### src/rtl/o_buf_controller.sv
// Linebuffer read-back controller: fetches each completed line word by word and streams it
// out as 8-bit pixels on a valid/ready interface, tracking bank ping-pong and frame starts.
module o_buf_controller #(
  parameter int unsigned ADDRESS_WIDTH = 8,
  parameter int unsigned LINE_WORDS    = 160
) (
  input  logic                     pclk,
  input  logic                     reset,
  input  logic                     line_valid,
  input  logic                     frame_valid,
  output logic                     rd_en,
  output logic [ADDRESS_WIDTH:0]   addr,
  input  logic [31:0]              rd_data,
  output logic [7:0]               o_pixel,
  output logic                     o_valid,
  input  logic                     i_ready,
  output logic                     o_sol,
  output logic                     o_eol,
  output logic                     o_sof,
  output logic                     overflow
);

  typedef enum logic [1:0] {StIdle, StFetch, StStream} state_e;

  localparam logic [ADDRESS_WIDTH-1:0] LastWord = ADDRESS_WIDTH'(LINE_WORDS - 1);

  state_e                   state_q, state_d;
  logic [1:0]               pending_q, pending_d;
  logic                     bank_q, bank_d;
  logic                     sof_pending_q, sof_pending_d;
  logic                     frame_req_q, frame_req_d;
  logic                     overflow_q, overflow_d;
  logic                     nxt_full_q, nxt_full_d;
  logic                     rd_inflight_q, rd_inflight_d;
  logic [31:0]              cur_word_q, cur_word_d;
  logic [31:0]              nxt_word_q, nxt_word_d;
  logic [1:0]               byte_q, byte_d;
  logic [ADDRESS_WIDTH-1:0] word_q, word_d;

  logic accept, first_pix, last_pix, line_done, apply_frame, bank_eff;

  always_ff @(posedge pclk) begin
    if (reset) begin
      state_q       <= StIdle;
      pending_q     <= 2'd0;
      bank_q        <= 1'b0;
      sof_pending_q <= 1'b1;
      frame_req_q   <= 1'b0;
      overflow_q    <= 1'b0;
      nxt_full_q    <= 1'b0;
      rd_inflight_q <= 1'b0;
      cur_word_q    <= '0;
      nxt_word_q    <= '0;
      byte_q        <= 2'd0;
      word_q        <= '0;
    end else begin
      state_q       <= state_d;
      pending_q     <= pending_d;
      bank_q        <= bank_d;
      sof_pending_q <= sof_pending_d;
      frame_req_q   <= frame_req_d;
      overflow_q    <= overflow_d;
      nxt_full_q    <= nxt_full_d;
      rd_inflight_q <= rd_inflight_d;
      cur_word_q    <= cur_word_d;
      nxt_word_q    <= nxt_word_d;
      byte_q        <= byte_d;
      word_q        <= word_d;
    end
  end

  always_comb begin
    state_d       = state_q;
    pending_d     = pending_q;
    bank_d        = bank_q;
    sof_pending_d = sof_pending_q;
    frame_req_d   = frame_req_q;
    overflow_d    = overflow_q;
    nxt_full_d    = nxt_full_q;
    rd_inflight_d = 1'b0;
    cur_word_d    = cur_word_q;
    nxt_word_d    = nxt_word_q;
    byte_d        = byte_q;
    word_d        = word_q;
    rd_en         = 1'b0;
    addr          = '0;
    apply_frame   = 1'b0;
    bank_eff      = bank_q;

    o_valid   = (state_q == StStream);
    accept    = o_valid & i_ready;
    first_pix = (word_q == '0) && (byte_q == 2'd0);
    last_pix  = (word_q == LastWord) && (byte_q == 2'd3);
    line_done = accept & last_pix;

    unique case (byte_q)
      2'd0:    o_pixel = cur_word_q[7:0];
      2'd1:    o_pixel = cur_word_q[15:8];
      2'd2:    o_pixel = cur_word_q[23:16];
      default: o_pixel = cur_word_q[31:24];
    endcase
    if (!o_valid) o_pixel = 8'd0;
    o_sol = o_valid & first_pix;
    o_eol = o_valid & last_pix;
    o_sof = o_valid & first_pix & sof_pending_q;

    if (line_valid && !line_done) begin
      if (pending_q == 2'd2) overflow_d = 1'b1;
      else                   pending_d  = pending_q + 2'd1;
    end else if (!line_valid && line_done) begin
      pending_d = pending_q - 2'd1;
    end

    // Outside a line the frame reset applies at once; inside one it waits for line end.
    if (frame_valid) begin
      if (state_q == StIdle) begin
        bank_d        = 1'b0;
        sof_pending_d = 1'b1;
      end else begin
        frame_req_d = 1'b1;
      end
    end

    if (rd_inflight_q) begin
      nxt_word_d = rd_data;
      nxt_full_d = 1'b1;
    end

    unique case (state_q)
      StIdle: begin
        if (pending_q != 2'd0) begin
          bank_eff = frame_valid ? 1'b0 : bank_q;
          rd_en    = 1'b1;
          addr     = {bank_eff, {ADDRESS_WIDTH{1'b0}}};
          state_d  = StFetch;
        end
      end
      StFetch: begin
        cur_word_d = rd_data;
        byte_d     = 2'd0;
        word_d     = '0;
        nxt_full_d = 1'b0;
        state_d    = StStream;
      end
      default: begin
        if (line_done) begin
          apply_frame = frame_req_q | frame_valid;
          bank_eff    = apply_frame ? 1'b0 : ~bank_q;
          bank_d      = bank_eff;
          frame_req_d = 1'b0;
          if (apply_frame) sof_pending_d = 1'b1;
          if (pending_d != 2'd0) begin
            rd_en   = 1'b1;
            addr    = {bank_eff, {ADDRESS_WIDTH{1'b0}}};
            state_d = StFetch;
          end else begin
            state_d = StIdle;
          end
        end else if (accept) begin
          if (first_pix) sof_pending_d = 1'b0;
          if (byte_q == 2'd3) begin
            cur_word_d = nxt_word_q;
            nxt_full_d = 1'b0;
            word_d     = word_q + ADDRESS_WIDTH'(1);
            byte_d     = 2'd0;
          end else begin
            byte_d = byte_q + 2'd1;
          end
          // Prefetch on byte 1 so the next word lands before byte 3 leaves.
          if ((byte_q == 2'd1) && (word_q != LastWord) && !nxt_full_q) begin
            rd_en         = 1'b1;
            addr          = {bank_q, word_q + ADDRESS_WIDTH'(1)};
            rd_inflight_d = 1'b1;
          end
        end
      end
    endcase
  end

  assign overflow = overflow_q;

endmodule

### config.mk
export PLATFORM = sky130hd
export DESIGN_NAME = o_buf_controller
export DESIGN_NICKNAME = d
export VERILOG_FILES = /design/src/rtl/o_buf_controller.sv
export SDC_FILE = /design/constraint.sdc
export NUM_CORES = 1
export LEC_CHECK = 0
export ABC_AREA = 1
export ABC_CLOCK_PERIOD_IN_PS = 2000
export BUFFER_PORTS_ARGS = -buffer_cell sky130_fd_sc_hd__buf_2
export CORE_ASPECT_RATIO = 1.2
export CORE_MARGIN = 3
export CORE_UTILIZATION = 56
export CTS_CLUSTER_SIZE = 14
export DETAILED_ROUTE_END_ITERATION = 10
export PLACE_DENSITY = 0.79
export SLEW_MARGIN = 20
export SYNTH_ARGS = -nofsm -noshare
export SYNTH_HDL_FRONTEND = slang
export SYNTH_SLANG_ARGS = --single-unit
### constraint.sdc
create_clock -name pclk -period 2 [get_ports pclk]
set_input_delay 0 -clock pclk [delete_from_list [all_inputs] [get_ports pclk]]
set_output_delay 0 -clock pclk [all_outputs]
set_load 0.02 [all_outputs]
After elaboration in Yosys (flattened, before gate mapping)
Cells that the tools add are included.
Widths: inputs -> output; s select.
{ "word_totals": {"elab_cells": 112, "ff_bits": 84, "output_inout_bits": 23, "inputBits": 37} }
{ "classes": {"n_eq_ne": 10, "n_reduce_logical": 23, "add_sub_neg": 4, "muxes": 55, "bitwise": 8} }
{ "ops": {"columns": ["operator", "n"], "rows": [
  ["$mux 32", 3],
  ["$pmux 32 s2", 1],
  ["$mux 9", 5],
  ["$mux 8", 4],
  ["$mux 1", 27],
  ["$pmux 8 s3", 1],
  ["$pmux 9 s2", 1],
  ["$mux 2", 8],
  ["$pmux 8 s2", 1],
  ["$add 8x1->8 const B", 1],
  ["$eq 2x2->1 const B", 4],
  ["$eq 8x8->1 const B", 1],
  ["$logic_not 8->1", 1],
  ["$ne 8x8->1 const B", 1],
  ["$pmux 2 s2", 2],
  ["$reduce_bool 2->1", 4],
  ["$logic_and 1x1->1", 6],
  ["$and 1x1->1", 5],
  ["$add 2x1->2 const B", 2],
  ["$eq 2x1->1 const B", 2],
  ["$logic_not 2->1", 2],
  ["$ne 2x1->1 const B", 2],
  ["$pmux 1 s2", 2],
  ["$reduce_and 2->1", 2],
  ["9 further kinds", 12]
]} }

Depth between registers and ports, before layout
Gate-level depths: netlist (run 1).
{ "depth": {"word_depth": 10, "depth_mapped": 12, "mapped_depth_nobuf": 12} }

Least setup slack after synthesis (run 1)
OpenSTA, ideal clock, no wires.
{ "synth_timing": {"path_kind": "register to output", "start": "register word_q[0]", "end": "output addr[8]", "path_buffers": 0, "t_required_ns": 2.000, "path_stages_with_launch": 12, "slack_ns": 0.124, "arrival_ns": 1.876, "path_cell_list": "dfxtp_1 -> ha_1 -> nand3_1 -> nor2_4 -> nand2_1 -> nand2_1 -> nand2_1 -> nand2_1 -> nand2_1 -> nand2_1 -> inv_1 -> o21ai_0"} }
{ "synth_via": {"elab_chain_cells": 10, "elab_cells_between_ends": 17, "classes_between": "eq/ne (2); mux (7); bitwise (1); reduce/logical (7)"} }
{ "synth_lines": {"columns": ["element", "line", "rtl"], "rows": [
  ["start: declaration", "38", "logic [ADDRESS_WIDTH-1:0] word_q, word_d;"],
  ["start signal: assignment", "68", "word_q <= word_d;"],
  ["$eq 8x8->1", "93", "last_pix = (word_q == LastWord) && (byte_q == 2'd3);"],
  ["$logic_and 1x1->1", "93", null],
  ["$and 1x1->1", "94", "line_done = accept & last_pix;"],
  ["$logic_and 1x1->1 or $logic_not 1->1 (tied branches)", "110, 107", null],
  ["$mux 2 or $logic_and 1x1->1 (tied branches)", "110, 107", null],
  ["$mux 2", "107", "if (line_valid && !line_done) begin"],
  ["$reduce_bool 2->1", "152", "if (pending_d != 2'd0) begin"],
  ["$mux 9", "152", null],
  ["$mux 9 *", "146", "if (line_done) begin"],
  ["$pmux 9 s2 *", "129", "unique case (state_q)"],
  ["end: declaration", "12", "output logic [ADDRESS_WIDTH:0] addr,"]
]} }
Every way passes the cells marked *; elsewhere a longest branch is shown, timed or not.

Worst setup path after layout (run 1)
Same ends and word-level chain as after synthesis.

==> results of run 1 <==
[logic make-up (layout without fill, tap and decap cells)]
group,Yosys count,in the layout,share of synthesized area
buf+inv,62,158,0.0681
fa+ha+maj,9,9,0.0299
simple gates,253,253,0.273
xor+xnor,6,6,0.0139
compound gates,115,115,0.169
flops,84,84,0.446
[final cells by class]
| cell class | instances | area (um2) | area share |
|---|---|---|---|
| sequential | 84 | 1700 | 0.351 |
| timing repair buffer | 113 | 818 | 0.169 |
| multi-input combinational | 383 | 1900 | 0.393 |
| clock buffer | 10 | 128 | 0.0264 |
| tap | 85 | 106 | 0.0220 |
| inverter | 32 | 123 | 0.0253 |
| clock inverter | 3 | 65.1 | 0.0134 |
[worst min path at each step]
stage	startpoint	end	slack [ns]	cells past startpoint
after detailed placement	rd_data[4]	nxt_word_q[4]	0.25	3
after global routing	line_valid	overflow	0.07	5
after CTS	line_valid	overflow	0.03	5
after floorplan	rd_data[25]	nxt_word_q[25]	0.13	2
after global placement	rd_data[4]	nxt_word_q[4]	0.24	3
final	line_valid	overflow	0.05	5
[layer usage]
metal | up-vias | wire, um | part of all wire | track usage
met5 | - | 0 | 0 | 0
met1 | 1776 | 4050 | 0.40 | 0.305
li1 | 1909 | - | - | -
met3 | 39 | 551 | 0.054 | 0.0365
met2 | 146 | 5180 | 0.51 | 0.479
met4 | 0 | 373 | 0.037 | 0.155
[metrics by stage]
step	util	setup WS [ns]	total power (W)	hold slack [ns]	TNS, ns
floorplan	-	0.124	0.00214	0.135	0
global placement	0.639	0.221	0.00230	0.242	0
detailed placement	0.639	0.129	0.00231	0.245	0
CTS	0.729	0.0168	0.00358	0.0291	0
global route	0.747	-0.0423	0.00375	0.0677	-0.0744
finish	0.747	0.0744	0.00361	0.0470	0
[flip-flops by register name (all words and copies together) (netlist names), 2 cells and up]
name / cells
byte_q: 2
cur_word_q: 32
nxt_word_q: 32
pending_q: 2
state_q: 2
word_q: 8
[report_power, final]
group / internal [W] / total [W] / leakage, nW / switching, W
Clock: 0.000681 / 0.00124 / 0.0981 / 0.000558
Sequential: 0.00175 / 0.00180 / 0.685 / 0.0000551
Combinational: 0.000232 / 0.000568 / 1.20 / 0.000336
[worst reg2reg max path: cells and delay by family (launching register included)]
family | cells | cell delay [ns]
AND/OR/NAND/NOR | 4 | 0.46
buffers and inverters | 5 | 0.74
flip-flops | 1 | 0.33
AO/OA/AOI/OAI | 2 | 0.24
[repair_timing]
item | in CTS | in global routing
hold buffers | 33 | 0
pin swaps | 2 | 4
gates resized for setup | 8 | 28
hold endpoints to repair | 66 | 0
setup endpoints to repair | 2 | 11
cloned | 0 | 0
setup buffers | 4 | 4
[placed cells by master, fill, tap and decap left out, types with 4 or more instances in the layout]
cell type	instances
dfxtp_2	5
dfxtp_1	76
nand2_2	4
o21ai_0	48
nand3_1	6
or2_2	4
nor3_1	4
clkbuf_8	9
buf_6	4
buf_4	19
nor2_1	84
a31oi_1	40
buf_2	56
a21oi_1	22
nand2_1	135
ha_1	6
dlygate4sd3_1	33
xor2_1	4
inv_1	30
==> metrics.md, run 1 <==
| Metric | Value |
|---|---|
| H-tree depth | 3 |
| Starting Density | 0.581 |
| Vias per cell | roughly 5.5 |
| Fraction of registers with async set/reset | 0 |
| Clk_lat worst skew | roughly 0.36 ns |
| CP Max Fanout | 4 |
| CP endpoint | addr[8] |
| Tmin final | between 1.5 and 2 ns |
| Clock tree buffer depth | 2 |
| # Max-Cap Violations | 0 |
| DRC viols | 0 |
| Final Skew | slightly above 0.008 ns |
| P&R area growth vs syn | 28.5% |
| Final WL | 10,200 um |
| RSZ-0062 raised after global routing | yes |
| Post-Syn Area | approximately 3800 um2 |
| Inserted Clock Buffers | 9 |
| Die area | a little under 8000 um2 |
| Hold Crit Class | input port to flop |
| Pins Over Slew Limit | 0 |
| Setup-failing EPs final | 0 |
| Non-Filler Instances | 710 |
| CTS root buf | clkbuf_8 |
| Most used DFF post-synth | dfxtp_1 |
| Most frequent CP cell | nand2_2 |
| Most numerous cell in the Yosys netlist | nand2_1 |
| Row count | 32 |
| Pin count of the biggest net entering global routing | 46 |
| Number of cells produced by synthesis | ~530 |
| Initial DRC count | about 300 |
| Design Area, Final | 4840 um2 |
| Top Ports | 60 |
| Critical path type | flop to output pin |
| Clock sinks | 84 |
| Fillers | 545 |
| Post-Syn Area per Cell | 7.12 um2 |
| Synth cell types | 28 |
| DRT Pass-1 Iters | 5 |
| Global Route Usage Sum | 0.269 |
| Net Count, Synth | 575 |
| Cell count along the critical path | 11 |
| Power Density | approximately 750 nW/um2 |
| Net count, final | 669 |
| R2R setup slack | 0.11 ns |
| Syn. warnings | 0 |
| Worst Setup Start Kind | flop |
| DIE HEIGHT | approximately 96 um |
| Worst Setup End Kind | output pin |
| Critical Path, Cell by Cell | ha_4 > nand3_4 > nor2_4 > buf_6 > nand4_1 > nand3_1 > nand2_2 > nand2_2 > inv_1 > o21ai_1 > buf_4 |
| Core area | ~6500 um2 |
| Crit path max-delay family | simple AND/OR/NAND/NOR gates |
| Vias in the first global route | around 3,700 |
| # port buffers | a little under 60 |
| Die Wd | 80.9 um |
| Sequential fraction of the synthesis area | 0.446 |
| Synthesis-stage register bit count | 84 |
| FMAX | about 520 MHz |
| Placed insts | 656 |
| CTS tree | done |
| FF-to-FF Start | state_q[0] |
| Largest stage delay, worst path | 0.37 ns |
| First-pass GRT wire length | around 16,000 um |
| Dpl hpwl | ~6500 um |
| Synth top area cells | dfxtp_1 (45%), nand2_1 (14%), nor2_1 (8.4%) |
| Cell taking the most area after synthesis | dfxtp_1 |
| RePlAce Congestion | between 0.9 and 1 |
| Diode count | 0 |
| Post-place instance area | 4150 um2 |
| Final hold violations | 0 |
| Most instantiated cells after synthesis | nand2_1 (140), dfxtp_1 (84), nor2_1 (84) |
| R2R cell count | 11 |
| Status | finished, final reports clean |
| Critical path's slowest cell | dfxtp_4 |
| EDFF count, synth | 0 |
| Worst vdd ir | ~0.48 mV |
| Worst Setup SP | word_q[0] |
| Post-DR wirelength/cell | 14.3 um |
| Pleak | 1.98 nW |
| Crit path required time | 2.00 ns |
| Worst path bufs/invs | 3 |
| CTS clk-pin slew, worst paths | approximately 0.080 ns |
| Total grt overflow | 0 |
| Worst slew margin | 0.632 |
| Tcrit/Tclk final | 0.963 |
| Tightest Pin Transition | between 0.5 and 0.6 ns |
| Top cell type's share of synthesized area | 0.446 |
| Reg2reg end | word_q[0] |
| Final antenna-violating net count | 0 |
| Initial antenna violation count | 0 |
| Crit path DAT | between 1.5 and 2 ns |
| Layout cell share with drive strength beyond 1 | 0.197 |
| Vias | approximately 3,900 |
(Power assumes the default switching activity.)
==> inputs of run 2 (changes only) <==
Settings changed: RECOVER_POWER from default to 25.
==> run 2 against run 1 <==
Non-clock buffer count unchanged. Critical path type unchanged. Power about the same. Die area unchanged. Combinational power about the same. Sequential power about the same. Hold slack improved by 0.0016 ns. Largest cell class unchanged.
==> metrics.md, run 2 (synthesis gave the netlist of run 1 again) <==
| Metric | Value |
|---|---|
| Status | finished, final reports clean |
| Tcrit/Tclk final | 0.961 |
| Switching share of power | 0.263 |
| Final critical-path setup slack | around 0.077 ns |
| Dpl hpwl | roughly 6500 um |
| Layout cell share with drive strength beyond 1 | 0.194 |
| Clock sinks | 84 |
| Tightest Pin Transition | between 1 and 1.5 ns |
| Global Route Usage Sum | 0.269 |
| Fillers | approximately 550 |
| Vias in the first global route | about 3,700 |
| Clk_lat worst skew | approximately 0.36 ns |
| Pins Over Slew Limit | 0 |
| Hold Crit Class | input port to flop |
| Crit path required time | roughly 2.0 ns |
| H-tree depth | 3 |
| Design Area, Final | about 4800 um2 |
| Sequential share of power | 0.499 |
| Clock tree buffer depth | 2 |
| CTS tree | done |
| Initial DRC count | 288 |
| Starting Density | 0.581 |
| Setup-failing EPs final | 0 |
| Final hold violations | 0 |
| CP Max Fanout | 4 |
| Most frequent cells in the layout | nand2_1 (135), nor2_1 (84), dfxtp_1 (76) |
| Clk pwr share | 0.343 |
| Worst vdd ir | 0.483 mV |
| Largest stage delay, worst path | between 0.3 and 0.4 ns |
| First-pass GRT wire length | around 16,000 um |
| Critical path's slowest cell | dfxtp_1 |
| Final antenna-violating net count | 0 |
| RePlAce Congestion | around 0.99 |
| Combinational share of power | 0.157 |
| Dpl ws | between 0.1 and 0.15 ns |
| DRC viols | 0 |
| Inserted Clock Buffers | 9 |
| Pin count of the biggest net entering global routing | 46 |
| Worst path bufs/invs | 4 |
| Worst slew margin | 0.201 |
| Total power | ~0.0036 W |
| Critical path type | flop to output pin |
| Total grt overflow | 0 |
| Tmin final | 1.92 ns |
| DRT Pass-1 Iters | 5 |
| Post-place instance area | ~4100 um2 |
| # port buffers | a little under 60 |
| CTS clk-pin slew, worst paths | roughly 0.08 ns |
| Net Switching | between 0.0009 and 0.001 W |
| Post-DR wirelength/cell | about 14 um |
| FMAX | around 520 MHz |
| Power Density | around 750 nW/um2 |
| Crit path DAT | approximately 1.9 ns |
| Vias per cell | approximately 5.5 |
| DIE HEIGHT | between 90 and 100 um |
| Crit path max-delay family | simple AND/OR/NAND/NOR gates |
| Critical Path, Cell by Cell | inv_1 > nand3_2 > nor2_4 > buf_4 > nand4_1 > nand3_1 > nand2_2 > nand2_2 > inv_1 > o21ai_1 > buf_4 |
| Top flop regs | cur_word_q: 32 flops, nxt_word_q: 32 flops, word_q: 8 flops |
| Final Skew | 0.00969 ns |
| Die Wd | a little over 80 um |
| Pleak | between 1.5 and 2 nW |
| # Max-Cap Violations | 0 |
| Final design utilization | 0.746 |
| Vias | between 3,000 and 4,000 |
| RSZ-0062 raised after global routing | yes |
| Top Ports | 60 |
| Most common cell after layout, fill and taps aside | nand2_1 |
| Worst Setup End Kind | output pin |
| Worst Setup Start Kind | flop |
| Diode count | 0 |
| Net count, final | between 600 and 700 |
| P_int | between 0.002 and 0.003 W |
| P&R area growth vs syn | 28.4% |
| CTS root buf | clkbuf_8 |
| Final WL | around 10,000 um |
| Core area | about 6500 um2 |
| Die area | roughly 7800 um2 |
| Initial antenna violation count | 0 |
| Row count | 32 |
-- run 2: changes by cell type in the layout (fill, tap and decap cells not counted) --
cell / previous run / this run
buf_2: 56 / 55
buf_4: 19 / 18
clkbuf_1: 1 / 3
-- run 2: area by class of cell --
type / instances / area (um2) / share of cell area
sequential: 84 / 1700 / 0.351
multi-input combinational: 383 / 1900 / 0.393
timing repair buffer: 113 / 813 / 0.168
tap: 85 / 106 / 0.0220
clock inverter: 3 / 65.1 / 0.0135
clock buffer: 10 / 128 / 0.0264
inverter: 32 / 123 / 0.0253
-- run 2: routing by layer --
layer,up-vias,global-route usage,share of wire
met2,138,0.479,0.50
met5,-,0,0
li1,1908,-,-
met4,0,0.155,0.041
met3,43,0.0365,0.049
met1,1792,0.305,0.41
-- run 2: worst paths after layout --
kind | startpoint | endpoint | slack (ns) | cells after the start
setup / recovery | state_q[0] | addr[8] | 0.08 | 11
hold / removal | line_valid | overflow | 0.05 | 5
setup reg to reg | state_q[0] | word_q[0] | 0.10 | 11
hold reg to reg | overflow | overflow | 0.46 | 2
-- run 2: worst register-to-register path, stage by stage, from the launching register on --
cell and delay [ns]:
dfxtp_1 0.34, inv_1 0.12, nand3_2 0.14, nor2_4 0.18, buf_4 0.13, buf_4 0.11
nand2_4 0.07, inv_4 0.19, nor2_4 0.07, buf_4 0.19, o21ai_0 0.18, a21oi_1 0.06
-- run 2: per-stage QoR --
| step | hold slack [ns] | TNS, ns | cells |
|---|---|---|---|
| 5_1_grt | 0.0677 | -0.0744 | 710 |
| 3_5_place_dp | 0.245 | 0 | 656 |
| 4_1_cts | 0.0291 | 0 | 706 |
| 6_report | 0.0485 | 0 | 710 |
| 3_3_place_gp | 0.242 | 0 | 656 |
| 2_1_floorplan | 0.135 | 0 | 529 |
-- run 2: repair_timing --
item                                    4_1_cts  5_1_grt
buffers inserted                              4        4
endpoints found under the setup margin        2       11
endpoints found under the hold margin        66        0
hold buffers                                 33        0
pin swaps                                     2        4
gates resized for setup                       8       28
-- run 2: power groups by stage --
stage	sequential [W]	clock, W	combinational [W]
2_1_floorplan	0.00182	0	0.000322
3_3_place_gp	0.00183	0	0.000462
3_5_place_dp	0.00183	0	0.000477
4_1_cts	0.00180	0.00125	0.000531
5_1_grt	0.00181	0.00131	0.000631
6_report	0.00180	0.00124	0.000568
==> inputs of run 3 (changes only) <==
--- a/config.mk
+++ b/config.mk
@@ -10,2 +10,3 @@
 export BUFFER_PORTS_ARGS = -buffer_cell sky130_fd_sc_hd__buf_2
+export CAP_MARGIN = 10
 export CORE_ASPECT_RATIO = 1.2
==> constraint.sdc (replaced) <==
create_clock -name pclk -period 2 [get_ports pclk]
set_input_delay 0.1 -clock pclk [delete_from_list [all_inputs] [get_ports pclk]]
set_output_delay 0.1 -clock pclk [all_outputs]
set_load 0.02 [all_outputs]
==> run 3 against run 2 <==
The run now ends with setup timing left. Sequential share of layout area is 0.39 points lower. Register-to-register slack improved by 0.07 ns. Clock skew grew 0.0013 ns. Clock-buffer cell count increased by 2. First-iteration DRC count fell by 26%. Largest power group unchanged. Critical path type unchanged. Critical endpoint unchanged. Power increased by 2.3%. Highest routed layer unchanged. Sequential power is essentially flat.
==> metrics.md, run 3 (synthesis gave the netlist of run 1 again) <==
| Metric | Value |
|---|---|
| Status | finished, violations left |
| Clock tree buffer depth | 2 |
| Dpl ws | 0.0924 ns |
| # Max-Cap Violations | 0 |
| Vias per cell | approximately 5.4 |
| Critical path type | flop to output pin |
| Critical Path, Cell by Cell | ha_4 > nand3_4 > nor2_4 > nand2_2 > nand2_4 > nand2_2 > nand2_2 > nand2_2 > nand2_2 > inv_2 > o21ai_2 > buf_6 |
| Row count | 32 |
| Tmin final | ~2.1 ns |
| Vias | about 3,900 |
| P&R area growth vs syn | 29.8% |
| Crit path DAT | 1.99 ns |
| CTS clk-pin slew, worst paths | 0.08 ns |
| Top Ports | 60 |
| Clock sinks | 84 |
| Crit path required time | 1.90 ns |
| Placed insts | between 600 and 700 |
| Vias in the first global route | around 3,600 |
| First-pass GRT wire length | 16,100 um |
| RSZ-0062 raised after global routing | yes |
| Initial antenna violation count | 0 |
| Final WL | roughly 10,000 um |
| Initial DRC count | between 200 and 250 |
| Clk_lat worst skew | between 0.3 and 0.4 ns |
| Worst vdd ir | 0.740 mV |
| Failing checks | setup timing |
| Layout cell share with drive strength beyond 1 | 0.233 |
| Total grt overflow | 0 |
| DRC viols | 0 |
| H-tree depth | 3 |
| Die Wd | approximately 81 um |
| Diode count | 0 |
| Starting Density | 0.581 |
| Critical path's slowest cell | dfxtp_4 |
| CTS tree | done |
| Post-DR wirelength/cell | around 14 um |
| Net count, final | around 670 |
| Pin count of the biggest net entering global routing | 39 |
| DRT Pass-1 Iters | 5 |
| Final critical-path setup slack | -0.0884 ns |
| FMAX | roughly 480 MHz |
| Pleak | between 1.5 and 2 nW |
| Die area | a little under 8000 um2 |
| DIE HEIGHT | 95.9 um |
| Worst Setup Start Kind | flop |
| Tcrit/Tclk final | 1.04 |
| Tightest Pin Transition | approximately 0.97 ns |
| Worst path bufs/invs | 2 |
| Final hold violations | 0 |
| Most common cell after layout, fill and taps aside | nand2_1 |
| Global Route Usage Sum | 0.264 |
| Most frequent CP cell | nand2_2 |
| Hold Crit Class | input port to flop |
| Largest stage delay, worst path | approximately 0.38 ns |
| Worst Setup End Kind | output pin |
| Crit path max-delay family | simple AND/OR/NAND/NOR gates |
| Final antenna-violating net count | 0 |
| Most frequent cells in the layout | nand2_1 (131), nor2_1 (81), dfxtp_1 (74) |
| Power Density | around 760 nW/um2 |
| Non-Filler Instances | between 700 and 800 |
| Top flop regs | cur_word_q: 32 flops, nxt_word_q: 32 flops, word_q: 8 flops |
| CTS root buf | clkbuf_8 |
| # port buffers | roughly 60 |
| Dpl hpwl | between 6000 and 7000 um |
| CP Max Fanout | 5 |
| RePlAce Congestion | just under 1 |
| Worst slew margin | 0.352 |
| Inserted Clock Buffers | 9 |
| Final Skew | approximately 0.011 ns |
| Setup-failing EPs final | 5 |
| Core area | between 6000 and 7000 um2 |
| Pins Over Slew Limit | 0 |
[run 3: cell types whose count changed in the layout (fill, tap and decap cells not counted), moves of 4 or more]
cell / change
nand2_1: -4
nand2_2: +4
buf_4: +11
dlygate4sd3_1: -6
buf_2: -4
[run 3: where the power goes]
| group | total (W) | leakage [nW] | switching (W) | internal, W |
|---|---|---|---|---|
| combinational | 0.000574 | 1.20 | 0.000340 | 0.000234 |
| clock | 0.00132 | 0.107 | 0.000586 | 0.000737 |
| sequential | 0.00180 | 0.686 | 0.0000529 | 0.00175 |
[run 3: worst paths after layout]
check | start | endpoint | slack (ns) | cells past startpoint
min reg2reg | overflow | overflow | 0.46 | 2
min | rd_data[12] | nxt_word_q[12] | 0.006 | 3
max | word_q[0] | addr[8] | -0.09 | 12
max reg2reg | word_q[0] | nxt_full_q | 0.17 | 9
[run 3: what timing repair did]
item                                   in CTS  in global routing
pin swaps                                   7                 13
setup endpoints to repair                  10                 15
resized for setup                          26                 29
hold buffers                               27                  0
endpoints found under the hold margin      27                  0
setup buffers                               9                  7
[run 3: final cells by class]
class                   count  area [um2]
clock buffers              12         145
clock inverters             4        72.6
fillers                   493        1600
inverters                  32         123
multi-input cells         383        1930
flip-flops and latches     84        1700
well taps                  85         106
repair buffers            115         812
[run 3: through the flow]
step | TNS, ns | instance area, um2 | power, W | hold WS [ns] | util
after floorplan | 0 | 3770 | 0.00214 | 0.235 | -
after global placement | 0 | 4130 | 0.00228 | 0.341 | 0.637
after detailed placement | 0 | 4130 | 0.00230 | 0.346 | 0.637
after CTS | 0 | 4760 | 0.00368 | 0.000522 | 0.735
after global routing | -0.943 | 4890 | 0.00384 | 0.0197 | 0.754
final | -0.222 | 4890 | 0.00370 | 0.00629 | 0.754
[run 3: tightest hold or removal path, cell delays in order]
cell	delay, ns
buf_2	0.09
nor2_1	0.04
nor2_1	0.09
[run 3: layer usage]
metal | GRT usage | part of all wire | vias up
met1 | 0.309 | 0.42 | 1809
li1 | - | - | 1918
met5 | 0 | 0 | -
met3 | 0.0384 | 0.053 | 23
met4 | 0.111 | 0.020 | 0
met2 | 0.476 | 0.51 | 137
